--- src/rtl/gmm_pkg.sv ---
// Shared definitions for the GMM parameter RAM loader.
//   LANES       : 32-bit beats packed into one RAM word
//   HALF_WORDS  : RAM words per ping-pong half
//   RAM_*       : RAM address / data / byte-enable widths for the defaults
//   gmm_state_e : loader FSM states
package gmm_pkg;

    localparam int LANES      = 8;
    localparam int HALF_WORDS = 32;
    localparam int BEAT_W     = 32;
    localparam int RAM_AW     = $clog2(HALF_WORDS) + 1;
    localparam int RAM_DW     = LANES * BEAT_W;
    localparam int RAM_BEW    = RAM_DW / 8;

    typedef enum logic [1:0] {
        IDLE  = 2'd0,
        FILL  = 2'd1,
        FLUSH = 2'd2,
        DONE  = 2'd3
    } gmm_state_e;

endpackage

--- src/rtl/gmm_lane_packer.sv ---
// Lane accumulator: collects 32-bit beats into a LANES-wide RAM word.
//   clk, reset  : clock, async active-high reset
//   beat_valid  : store beat_data in the next free lane
//   beat_data   : beat payload
//   flush       : emit a partially filled word (no-op when nothing is pending)
//   word_last   : current beat completes a word (combinational)
//   pending     : at least one lane holds data
//   wr_valid    : registered write strobe, one cycle per emitted word
//   wr_data     : emitted word, beat k at bits [32k+31:32k], unfilled lanes zero
//   wr_be       : byte enables of the filled lanes
module gmm_lane_packer #(
    parameter int LANES = gmm_pkg::LANES
) (
    input  logic                  clk,
    input  logic                  reset,
    input  logic                  beat_valid,
    input  logic [31:0]           beat_data,
    input  logic                  flush,
    output logic                  word_last,
    output logic                  pending,
    output logic                  wr_valid,
    output logic [32*LANES-1:0]   wr_data,
    output logic [4*LANES-1:0]    wr_be
);
    import gmm_pkg::*;

    localparam int LW = (LANES > 1) ? $clog2(LANES) : 1;

    logic [LANES-1:0][31:0] acc;
    logic [LANES-1:0][31:0] word_full;
    logic [LW-1:0]          lane_cnt;
    logic [4*LANES-1:0]     be_part;

    assign word_last = beat_valid && (lane_cnt == LW'(LANES - 1));
    assign pending   = (lane_cnt != '0);

    // Completed word: the accumulated lanes plus the beat arriving now in the top lane.
    always_comb begin
        word_full          = acc;
        word_full[LANES-1] = beat_data;
    end

    always_comb begin
        be_part = '0;
        for (int k = 0; k < LANES; k++)
            if (k < int'(lane_cnt)) be_part[4*k +: 4] = 4'hF;
    end

    // The accumulator clears in the cycle a word is emitted, so the next beat
    // lands in lane 0 without a bubble and unfilled lanes of a partial word read zero.
    always_ff @(posedge clk or posedge reset) begin
        if (reset) begin
            acc      <= '0;
            lane_cnt <= '0;
            wr_valid <= 1'b0;
            wr_data  <= '0;
            wr_be    <= '0;
        end else begin
            wr_valid <= 1'b0;
            if (word_last) begin
                wr_data  <= word_full;
                wr_be    <= '1;
                wr_valid <= 1'b1;
                acc      <= '0;
                lane_cnt <= '0;
            end else if (beat_valid) begin
                acc[lane_cnt] <= beat_data;
                lane_cnt      <= lane_cnt + 1'b1;
            end else if (flush && pending) begin
                wr_data  <= acc;
                wr_be    <= be_part;
                wr_valid <= 1'b1;
                acc      <= '0;
                lane_cnt <= '0;
            end
        end
    end

endmodule

--- src/rtl/gmm_in_ram_loader.sv ---
// Loads an Avalon-ST stream of GMM parameter beats into a ping-pong RAM.
//   clk, reset                  : clock, async active-high reset
//   snk_data/valid/sop/eop      : Avalon-ST sink beat and qualifiers
//   snk_ready                   : sink backpressure (ready latency 0)
//   ram_address                 : {half, word_idx}
//   ram_chipselect/ram_write    : one-cycle write strobe per RAM word
//   ram_writedata/byteenable    : packed word and per-byte enables
//   ram_clken                   : constant 1
//   buf_done/buf_half/buf_words : one-cycle completion report per filled half
//   rel_valid/rel_half          : consumer hands a half back
//   err_overflow/err_framing    : sticky, cleared by the next accepted sop
module gmm_in_ram_loader #(
    parameter int LANES      = gmm_pkg::LANES,
    parameter int HALF_WORDS = gmm_pkg::HALF_WORDS
) (
    input  logic                          clk,
    input  logic                          reset,
    input  logic [31:0]                   snk_data,
    input  logic                          snk_valid,
    input  logic                          snk_sop,
    input  logic                          snk_eop,
    output logic                          snk_ready,
    output logic [$clog2(HALF_WORDS):0]   ram_address,
    output logic                          ram_chipselect,
    output logic                          ram_write,
    output logic [32*LANES-1:0]           ram_writedata,
    output logic [4*LANES-1:0]            ram_byteenable,
    output logic                          ram_clken,
    output logic                          buf_done,
    output logic                          buf_half,
    output logic [$clog2(HALF_WORDS):0]   buf_words,
    input  logic                          rel_valid,
    input  logic                          rel_half,
    output logic                          err_overflow,
    output logic                          err_framing
);
    import gmm_pkg::*;

    localparam int WI     = $clog2(HALF_WORDS);
    localparam int WIDX_W = WI + 1;

    gmm_state_e         state, state_n;
    logic               half;
    logic [1:0]         busy, busy_n;
    logic [WIDX_W-1:0]  word_idx;
    logic               full;
    logic               ready_c;
    logic               take;
    logic               flush;
    logic               word_last;
    logic               pending;
    logic               wr_valid;

    assign full = (word_idx == WIDX_W'(HALF_WORDS));

    always_comb begin
        state_n = state;
        ready_c = 1'b0;
        take    = 1'b0;
        flush   = 1'b0;
        unique case (state)
            IDLE: begin
                ready_c = !busy[half];
                // Only a sop opens a packet; stray beats are swallowed.
                if (snk_valid && ready_c && snk_sop) begin
                    take    = 1'b1;
                    state_n = snk_eop ? FLUSH : FILL;
                end
            end
            FILL: begin
                ready_c = 1'b1;
                if (snk_valid) begin
                    // Beats beyond a full half are accepted but dropped.
                    take = !full;
                    if (snk_eop) state_n = FLUSH;
                end
            end
            FLUSH: begin
                flush   = 1'b1;
                state_n = DONE;
            end
            DONE: state_n = IDLE;
            default: state_n = IDLE;
        endcase
    end

    // Ready is forced low during reset so every output reads 0 except clken.
    assign snk_ready = ready_c && !reset;

    // Apply the release first so a DONE on the same half wins.
    always_comb begin
        busy_n = busy;
        if (rel_valid) busy_n[rel_half] = 1'b0;
        if (state == DONE) busy_n[half] = 1'b1;
    end

    gmm_lane_packer #(.LANES(LANES)) u_packer (
        .clk        (clk),
        .reset      (reset),
        .beat_valid (take && snk_ready),
        .beat_data  (snk_data),
        .flush      (flush),
        .word_last  (word_last),
        .pending    (pending),
        .wr_valid   (wr_valid),
        .wr_data    (ram_writedata),
        .wr_be      (ram_byteenable)
    );

    always_ff @(posedge clk or posedge reset) begin
        if (reset) begin
            state        <= IDLE;
            half         <= 1'b0;
            busy         <= 2'b00;
            word_idx     <= '0;
            ram_address  <= '0;
            err_overflow <= 1'b0;
            err_framing  <= 1'b0;
        end else begin
            state <= state_n;
            busy  <= busy_n;

            if (state == IDLE && take) begin
                err_overflow <= 1'b0;
                err_framing  <= 1'b0;
            end
            if (state == FILL && snk_valid) begin
                if (full)    err_overflow <= 1'b1;
                if (snk_sop) err_framing  <= 1'b1;
            end

            // Address is captured alongside the packer's data so both present together.
            if (word_last || (flush && pending)) begin
                ram_address <= {half, word_idx[WI-1:0]};
                word_idx    <= word_idx + 1'b1;
            end

            if (state == DONE) begin
                half     <= ~half;
                word_idx <= '0;
            end
        end
    end

    assign ram_chipselect = wr_valid;
    assign ram_write      = wr_valid;
    assign ram_clken      = 1'b1;
    assign buf_done       = (state == DONE);
    assign buf_half       = buf_done && half;
    assign buf_words      = buf_done ? word_idx : '0;

endmodule

--- config.mk ---
export PLATFORM = sky130hd
export DESIGN_NAME = gmm_in_ram_loader
export DESIGN_NICKNAME = d
export VERILOG_FILES = /design/src/rtl/gmm_pkg.sv /design/src/rtl/gmm_lane_packer.sv /design/src/rtl/gmm_in_ram_loader.sv
export SDC_FILE = /design/constraint.sdc
export NUM_CORES = 1
export LEC_CHECK = 0
export CORE_MARGIN = 4
export CORE_UTILIZATION = 56
export DETAILED_ROUTE_END_ITERATION = 12
export PLACE_DENSITY_LB_ADDON = 0.1
export SETUP_SLACK_MARGIN = 0.4
export SLEW_MARGIN = 10
export SYNTH_ARGS = -nofsm -noshare
export SYNTH_HDL_FRONTEND = slang
export SYNTH_SLANG_ARGS = --single-unit
--- constraint.sdc ---
create_clock -name clk -period 48.9 [get_ports clk]
set_clock_uncertainty 0.05 [all_clocks]
set_input_delay 9.78 -clock clk [delete_from_list [all_inputs] [get_ports clk]]
set_output_delay 9.78 -clock clk [all_outputs]
set_load 0.05 [all_outputs]
**After elaboration in Yosys (flattened, before gate mapping)**

Index checks and enable logic that the tools add are counted.

- Divide/modulo/power cells: 0
- Bitwise logic cells: 4
- Shifts and indexed selects: 0
- Mux-type cells: 52
- Reductions and logical operators: 23
- Equality and inequality tests: 9
- $mul: 0
- Order comparisons: 13
- $add $sub $neg: 2

Operator list:

| operator | number |
|---|---|
| $mux 256 | 6 |
| $bwmux 256 | 1 |
| $mux 32 | 4 |
| $demux 32 s3 | 1 |
| $mux 4 | 7 |
| $mux 6 | 3 |
| $mux 1 | 16 |
| $logic_and 1x1->1 | 12 |
| $mux 2 | 6 |
| $lt 3x3->1 const A | 3 |
| $mux 3 | 3 |
| $ne 2x2->1 const B | 4 |
| $pmux 2 s4 | 1 |
| $add 6x1->6 const B | 1 |
| $eq 6x6->1 const B | 1 |
| $lt 1x3->1 const A | 2 |
| $lt 2x3->1 const A | 2 |
| $reduce_bool 3->1 | 2 |
| $eq 2x2->1 const B | 2 |
| $lt 1x2->1 const B | 2 |
| $lt 3x4->1 const B | 1 |
| $pmux 1 s2 | 2 |
| $reduce_bool 2->1 | 2 |
| $add 3x1->3 const B | 1 |
| 14 further kinds | 18 |

- Memories kept: 0
- ROM bits: 0
- Bits in latches: 0
- Bits in writable memories: 0
- Input port bits: 39
- Bits in registers: 567

**Logic depth before layout (Yosys ltp)**

Gate-level depths: netlist of run 1.

- Depth after elaboration: 12
- Gate-level depth with buffers: 11
- Mapped depth without buffers: 7

**By module**

Synthesis of run 1 repeated with hierarchy kept, for this count alone.

- Cell total of the unflattened synthesis: 1,942
- Area, all modules: 24,865.1 um^2

Modules (own cells, without submodules):

| module | area each (um^2) | seq. area each (um^2) | cells an instance | instances |
|---|---|---|---|---|
| gmm_lane_packer | 23,799.1 | 13,112.6 | 1,836 | 1 |
| gmm_in_ram_loader | 1,066.0 | 475.5 | 106 | 1 |

**Worst setup path after synthesis of run 1**

Ideal clock, no wire load.

- Path kind: input-to-reg
- Start point: input port reset
- End point: register u_packer.lane_cnt[1]
- Setup slack: 24.463 ns
- Arrival time: 24.184 ns
- Stages on the path: 4
- Data required time: 48.647 ns
- Library setup time: 0.203 ns
- Path through: inv_1 o21ai_0 nand3_1 o21ai_0

- Longest elaborated chain between the ends: 5
- Elaborated cells on any way between the ends: 7
- Classes of those cells: 2 x mux; 5 x reduce/logical

Ends and longest elaborated chain:

| item | line | RTL |
|---|---|---|
| start, declared | gmm_in_ram_loader.sv:17 | `input logic reset,` |
| $logic_not 1->1 (no line) * | -- |  |
| $logic_and 1x1->1 * | gmm_in_ram_loader.sv:88 | `assign snk_ready = ready_c && !reset;` |
| $logic_and 1x1->1 * | gmm_in_ram_loader.sv:100 | `.beat_valid (take && snk_ready),` |
| $mux 3 / $logic_and 1x1->1 (equally long branches) | gmm_lane_packer.sv:66, gmm_lane_packer.sv:34 |  |
| $mux 3 / $reduce_bool 3->1 (equally long branches) | -- |  |
| end signal, assigned | gmm_lane_packer.sv:68 | `lane_cnt <= lane_cnt + 1'b1;` |
| end, declared | gmm_lane_packer.sv:31 | `logic [LW-1:0] lane_cnt;` |

Every way passes the cells marked *; elsewhere a longest branch is shown, timed or not.
A chain may end at the register's enable or synchronous reset.

**Worst setup path in the final report of run 1**

- Start point: input port reset
- End point: output port snk_ready

- Longest elaborated chain between the ends: 2

Ends and longest elaborated chain:

| item | line | RTL |
|---|---|---|
| $logic_not 1->1 (no line) | -- |  |
| $logic_and 1x1->1 | gmm_in_ram_loader.sv:88 |  |
| end, declared | gmm_in_ram_loader.sv:22 | `output logic snk_ready,` |

Every way passes these cells.

==> flow_summary.toml, run 1 <==
[yosys]
ys.warnings.count = 0
yosys_register_bits = 543
synthDistinctLibCells = 49
synthesis.area_sq_mm = 0.0208
yosys_most_used_dff = "dfrtp_1"
ys_top_cells_by_area = "dfrtp_1, mux2_2, a22o_1"
postSynthCellCount = 1431
synth-seq-area-share = 0.652
synth_top_area_cell = "dfrtp_1"
post-synth-top-area-fraction = 0.652
syn_avg_cell_area_sq_um = 14.6
ys_async_sr_fraction = 1.00
mappedNetlistNets = 1479
synth_enable_flop_cells = 0

[clock_tree]
cts-htree-levels = 2
clock_tree.buffer_depth = 3
tritoncts_num_sinks = 543
total_clock_buffers_created_by_cts = 53
cts_tree = "yes"
clock_latency_ns = 0.59
post_cts.repair.setup_buffers = 0
cell_at_the_root_of_the_clock_tree = "clkbuf_16"
clk_pin_slew_worst_paths_ns = 0.06
ctsHoldBuffers = 0
post_cts.resized_instances = 0

[place]
dpl.cell_count = 2106
place.gp.congestion = 0.783
placement.io_buffers = 345
dp_hpwl_mm = 34.5
place_ws_ns = 27.72

[detailed_routing]
drcViolationCount = 0
detail_route.iter0.violations = 984
wl_per_cell_microns = 25.0
detail_route.wirelength_mm = 55.1
via_count = 13500
viasPerCell = 6.12
dr.pass1.iters = 5
ant_nets = 0

[sta]
finalHoldViolCount = 0
worst_slew_pin_slew_ns = 1.24
fmax_ghz = 0.0472
final_min_period_over_clock_period = 0.433
slew_headroom = 0.173
grt_setup_unrepaired = "no"
setup_violators_final = 0
post-route-min-period_ns = 21.19
slew_violations = 0
setup_tns_ns = 0
post-route-worst-setup-slack_ns = 27.71

[finish]
finalNonFillerCells = 2204
area_growth_syn_to_layout_pct = 25.6
mostFrequentLayoutCells = "dfrtp_1, clkdlybuf4s50_1, a22o_1"
layout_commonest_cell = "dfrtp_1"
post_route_cells_drive_above_1_share = 0.205
n_antenna_cell = 0
final_net_count = 1741
utilization = 0.715

[worst_setup_path]
regToRegStartpoint = "u_packer.lane_cnt[2]"
path_buf_inv = 2
worst-setup-path-type = "in2out"
crit_path_top_delay_cell = "clkdlybuf4s50_1"
critical_path.max_fanout = 5
path_delay_family = "buffers and inverters"
cp_cell_sequence = "clkdlybuf4s50_1 -> nor2_1 -> clkdlybuf4s50_1"
worst_setup_path_end_kind = "output port"
critPathMaxStageDelay_ns = 0.81
worstPathRequired_ns = 39.07
critPathLaunch = "reset"
crit_top_cell = "clkdlybuf4s50_1"
startpoint_type = "primary input"
critical_path_arrival_ns = 11.36

[floorplan]
die-height_microns = 201
start_util = 0.569
core_area_sq_mm = 0.0366
die_w_microns = 201
core.rowCount = 70
design.die.area_sq_mm = 0.0403
io_pins = 347

[run_status]
run_status = "completed"

[worst_hold_path]
min_path_type = "reg2reg"
min_from = "u_packer.acc[145]"

[pwr]
power.total_mw = 1.65
power.static_leakage_nw = 12.3
peakVddDrop_uv = 51.0
total_power_divided_by_cell_area_mw_per_mm2 = 63.0

[grt]
grt-ovfl-total = 0
grt_pass1_wl_mm = 85.3
grt_util_all_layers = 0.271
grt_antenna_before_repair = 0
grt_max_degree = 175
grt_pass1_vias = 13900

[flow_run]
max-cap-violations = 0
final cells by class:
| type | count | area [sq um] |
|---|---|---|
| well taps | 468 | 586 |
| fillers | 2476 | 10400 |
| multi-input cells | 721 | 6470 |
| clock inverters | 15 | 231 |
| inverters | 14 | 60.1 |
| flip-flops and latches | 543 | 13600 |
| clock buffers | 83 | 1640 |
| repair buffers | 360 | 3590 |
final timing paths:
path / end / slack [ns] / depth (start not counted)
worst max-delay path: snk_ready / 27.71 / 3
worst min-delay path: u_packer.acc[145] / 0.44 / 1
worst max register to register: u_packer.wr_data[68] / 44.10 / 8
worst min register to register: u_packer.acc[145] / 0.44 / 1
max in group asynchronous: u_packer.wr_data[47] / 36.53 / 4
min in group asynchronous: ram_address[1] / 9.86 / 2
power by group:
group          internal (mW)  leakage [nW]  switching [mW]  total (mW)
Clock                  0.262         0.924           0.170       0.431
Sequential             0.542          7.44          0.0660       0.608
Combinational          0.209          3.95           0.401       0.609
cells by family after synthesis:
kind of cell	share of synthesized area
mux	0.131
fa+ha+maj	0.00541
other cells	0.000180
buf+inv	0.0422
xor+xnor	0.000421
flops	0.652
compound gates	0.143
simple gates	0.0253
stage by stage:
stage | instance area (sq um) | hold slack [ns]
CTS | 26200 | 0.447
finish | 26200 | 0.444
global route | 26200 | 0.453
detailed placement | 24300 | 0.426
global placement | 24300 | 0.427
floorplan | 20800 | 0.410
per-layer routing:
layer  vias up  GRT usage  share of wire
met5         -          0              0
met4         0     0.0858          0.026
met3        83     0.0559          0.067
met2       512      0.418           0.47
met1      7178      0.392           0.44
li1       5710          -              -
flip-flops by register name, indices dropped and copies added, names as in the netlist:
signal / count
busy: 2
err_framing: 1
u_packer.lane_cnt: 3
u_packer.acc: 256
ram_address: 6
err_overflow: 1
state: 2
word_idx: 6
u_packer.wr_valid: 1
u_packer.wr_data: 256
half: 1
u_packer.wr_be: 8
Yosys cell counts (2+ instances only):
library cell  number
buf_6              5
inv_1             13
nand2_1           17
a22o_1           257
nor3b_1            2
nor3_2             5
a21oi_1           40
mux2_2           202
o21ai_4            4
nand3_1           13
nor2b_1            2
o22ai_1           32
nand3_2            2
clkbuf_1          27
buf_4             38
a211o_1            2
dfrtp_1          543
and2_1             4
buf_2             57
mux2_4            27
o21ai_2            5
ha_1               9
o21ai_0           19
nor2_1            48
nor3_1             2
or3_1              2
mux2i_1            5
nor4_1             2
buf_1             26
o21a_1             2
Power figures use the tool's default switching activity.
==> run 2, diff against run 1 <==
--- a/config.mk
+++ b/config.mk
@@ -6,7 +6,7 @@
 export NUM_CORES = 1
 export LEC_CHECK = 0
 export CORE_MARGIN = 4
-export CORE_UTILIZATION = 56
+export CORE_UTILIZATION = 48
 export DETAILED_ROUTE_END_ITERATION = 12
 export PLACE_DENSITY_LB_ADDON = 0.1
 export SETUP_SLACK_MARGIN = 0.4
==> constraint.sdc (replaced) <==
create_clock -name clk -period 17.15 [get_ports clk]
set_clock_uncertainty 0.05 [all_clocks]
set_input_delay 3.43 -clock clk [delete_from_list [all_inputs] [get_ports clk]]
set_output_delay 3.43 -clock clk [all_outputs]
set_load 0.05 [all_outputs]
==> flow_summary.toml, run 2 (synthesis results as in run 1) <==
[floorplan]
io_pins = 347
core.rowCount = 76
die_w_microns = 216
die-height_microns = 216
core_area_sq_mm = 0.0430
start_util = 0.485
design.die.area_sq_mm = 0.0468

[place]
dpl.cell_count = 2225
place_ws_ns = 8.72
place.gp.congestion = 0.819
placement.io_buffers = 345
place_area_sq_mm = 0.0244
dp_hpwl_mm = 35.1

[detailed_routing]
detail_route.wirelength_mm = 56.4
ant_nets = 0
wl_per_cell_microns = 24.2
drcViolationCount = 0
detail_route.iter0.violations = 916
via_count = 13200
dr.pass1.iters = 5
viasPerCell = 5.65

[worst_setup_path]
reg2reg_depth = 6
worst-setup-path-type = "in2out"
critical_path_arrival_ns = 4.94
worstPathRequired_ns = 13.67
worst_setup_path_end_kind = "output port"
worstReg2RegEnd = "u_packer.wr_data[33]"
timing.critical_path.to = "snk_ready"
critPathLaunch = "reset"
critical_path.max_fanout = 5
startpoint_type = "primary input"
setup_slack_reg_to_reg_ns = 12.27
regToRegStartpoint = "u_packer.lane_cnt[2]"

[pwr]
power.total_mw = 4.72
peakVddDrop_uv = 120
power.static_leakage_nw = 12.3
total_power_divided_by_cell_area_mw_per_mm2 = 179

[sta]
slew_headroom = 0.176
grt_setup_unrepaired = "no"
slew_violations = 0
timing.hold.ws_ns = 0.443
post-route-worst-setup-slack_ns = 8.73
setup_tns_ns = 0
post-route-min-period_ns = 8.42
final_min_period_over_clock_period = 0.491
worst_slew_pin_slew_ns = 1.24
setup_violators_final = 0
finalHoldViolCount = 0
fmax_ghz = 0.119

[clock_tree]
cts-htree-levels = 2
post_cts.resized_instances = 0
cts_tree = "yes"
total_clock_buffers_created_by_cts = 55
clock_latency_ns = 0.60
tritoncts_num_sinks = 543
clk_pin_slew_worst_paths_ns = 0.06
cell_at_the_root_of_the_clock_tree = "clkbuf_16"
ctsHoldBuffers = 0
post_cts.repair.setup_buffers = 0
clock_tree.buffer_depth = 3

[finish]
fill_cells = 3327
n_antenna_cell = 0
post-route-cell-area_sq_mm = 0.0264
area_occupied_by_multi_input_gates_sq_mm = 0.00647
area.sequential_sq_mm = 0.0136
mostFrequentLayoutCells = "dfrtp_1, clkdlybuf4s50_1, a22o_1"
area_growth_syn_to_layout_pct = 26.5
finalNonFillerCells = 2328
layout_top_registers = "u_packer.acc (256), u_packer.wr_data (256), u_packer.wr_be (8)"
post_route_cells_drive_above_1_share = 0.209
final_net_count = 1745
utilization = 0.613
layout_commonest_cell = "dfrtp_1"

[grt]
grt-ovfl-total = 0
grt_antenna_before_repair = 0
grt_max_degree = 164
grt_pass1_wl_mm = 86.3
grt_pass1_vias = 13600
grt_util_all_layers = 0.239

[flow_run]
max-cap-violations = 0

[run_status]
run_status = "completed"

[worst_hold_path]
min_path_type = "reg2reg"
run 2: how the worst min path moves through the flow:
stage                 startpoint                 to  slack [ns]  depth (start not counted)
2_1_floorplan  u_packer.acc[192]  u_packer.acc[192]        0.41                          1
3_3_place_gp   u_packer.acc[110]  u_packer.acc[110]        0.43                          1
3_5_place_dp    u_packer.acc[87]   u_packer.acc[87]        0.43                          1
4_1_cts         u_packer.acc[72]   u_packer.acc[72]        0.45                          1
6_report       u_packer.acc[207]  u_packer.acc[207]        0.44                          1
5_1_grt         u_packer.acc[70]   u_packer.acc[70]        0.45                          1
run 2: cell type report:
cell class | instances | area share
clock buffer | 81 | 0.0620
clock inverter | 22 | 0.0104
inverter | 14 | 0.00214
multi-input combinational | 721 | 0.246
sequential | 543 | 0.516
tap | 585 | 0.0278
timing repair buffer | 362 | 0.136
run 2: worst max-delay path: stages:
cell	delay, ns
clkdlybuf4s50_1	0.54
nor2_1	0.15
clkdlybuf4s50_1	0.81
run 2: per-layer routing:
layer,part of all wire,GRT usage
met5,0,0
met4,0.022,0.0640
met3,0.064,0.0531
met2,0.46,0.370
met1,0.45,0.346
run 2: report_power, final:
group          switching [mW]  internal [mW]
registers               0.174           1.54
logic                    1.15          0.598
clock network           0.497          0.749
total                    1.83           2.89
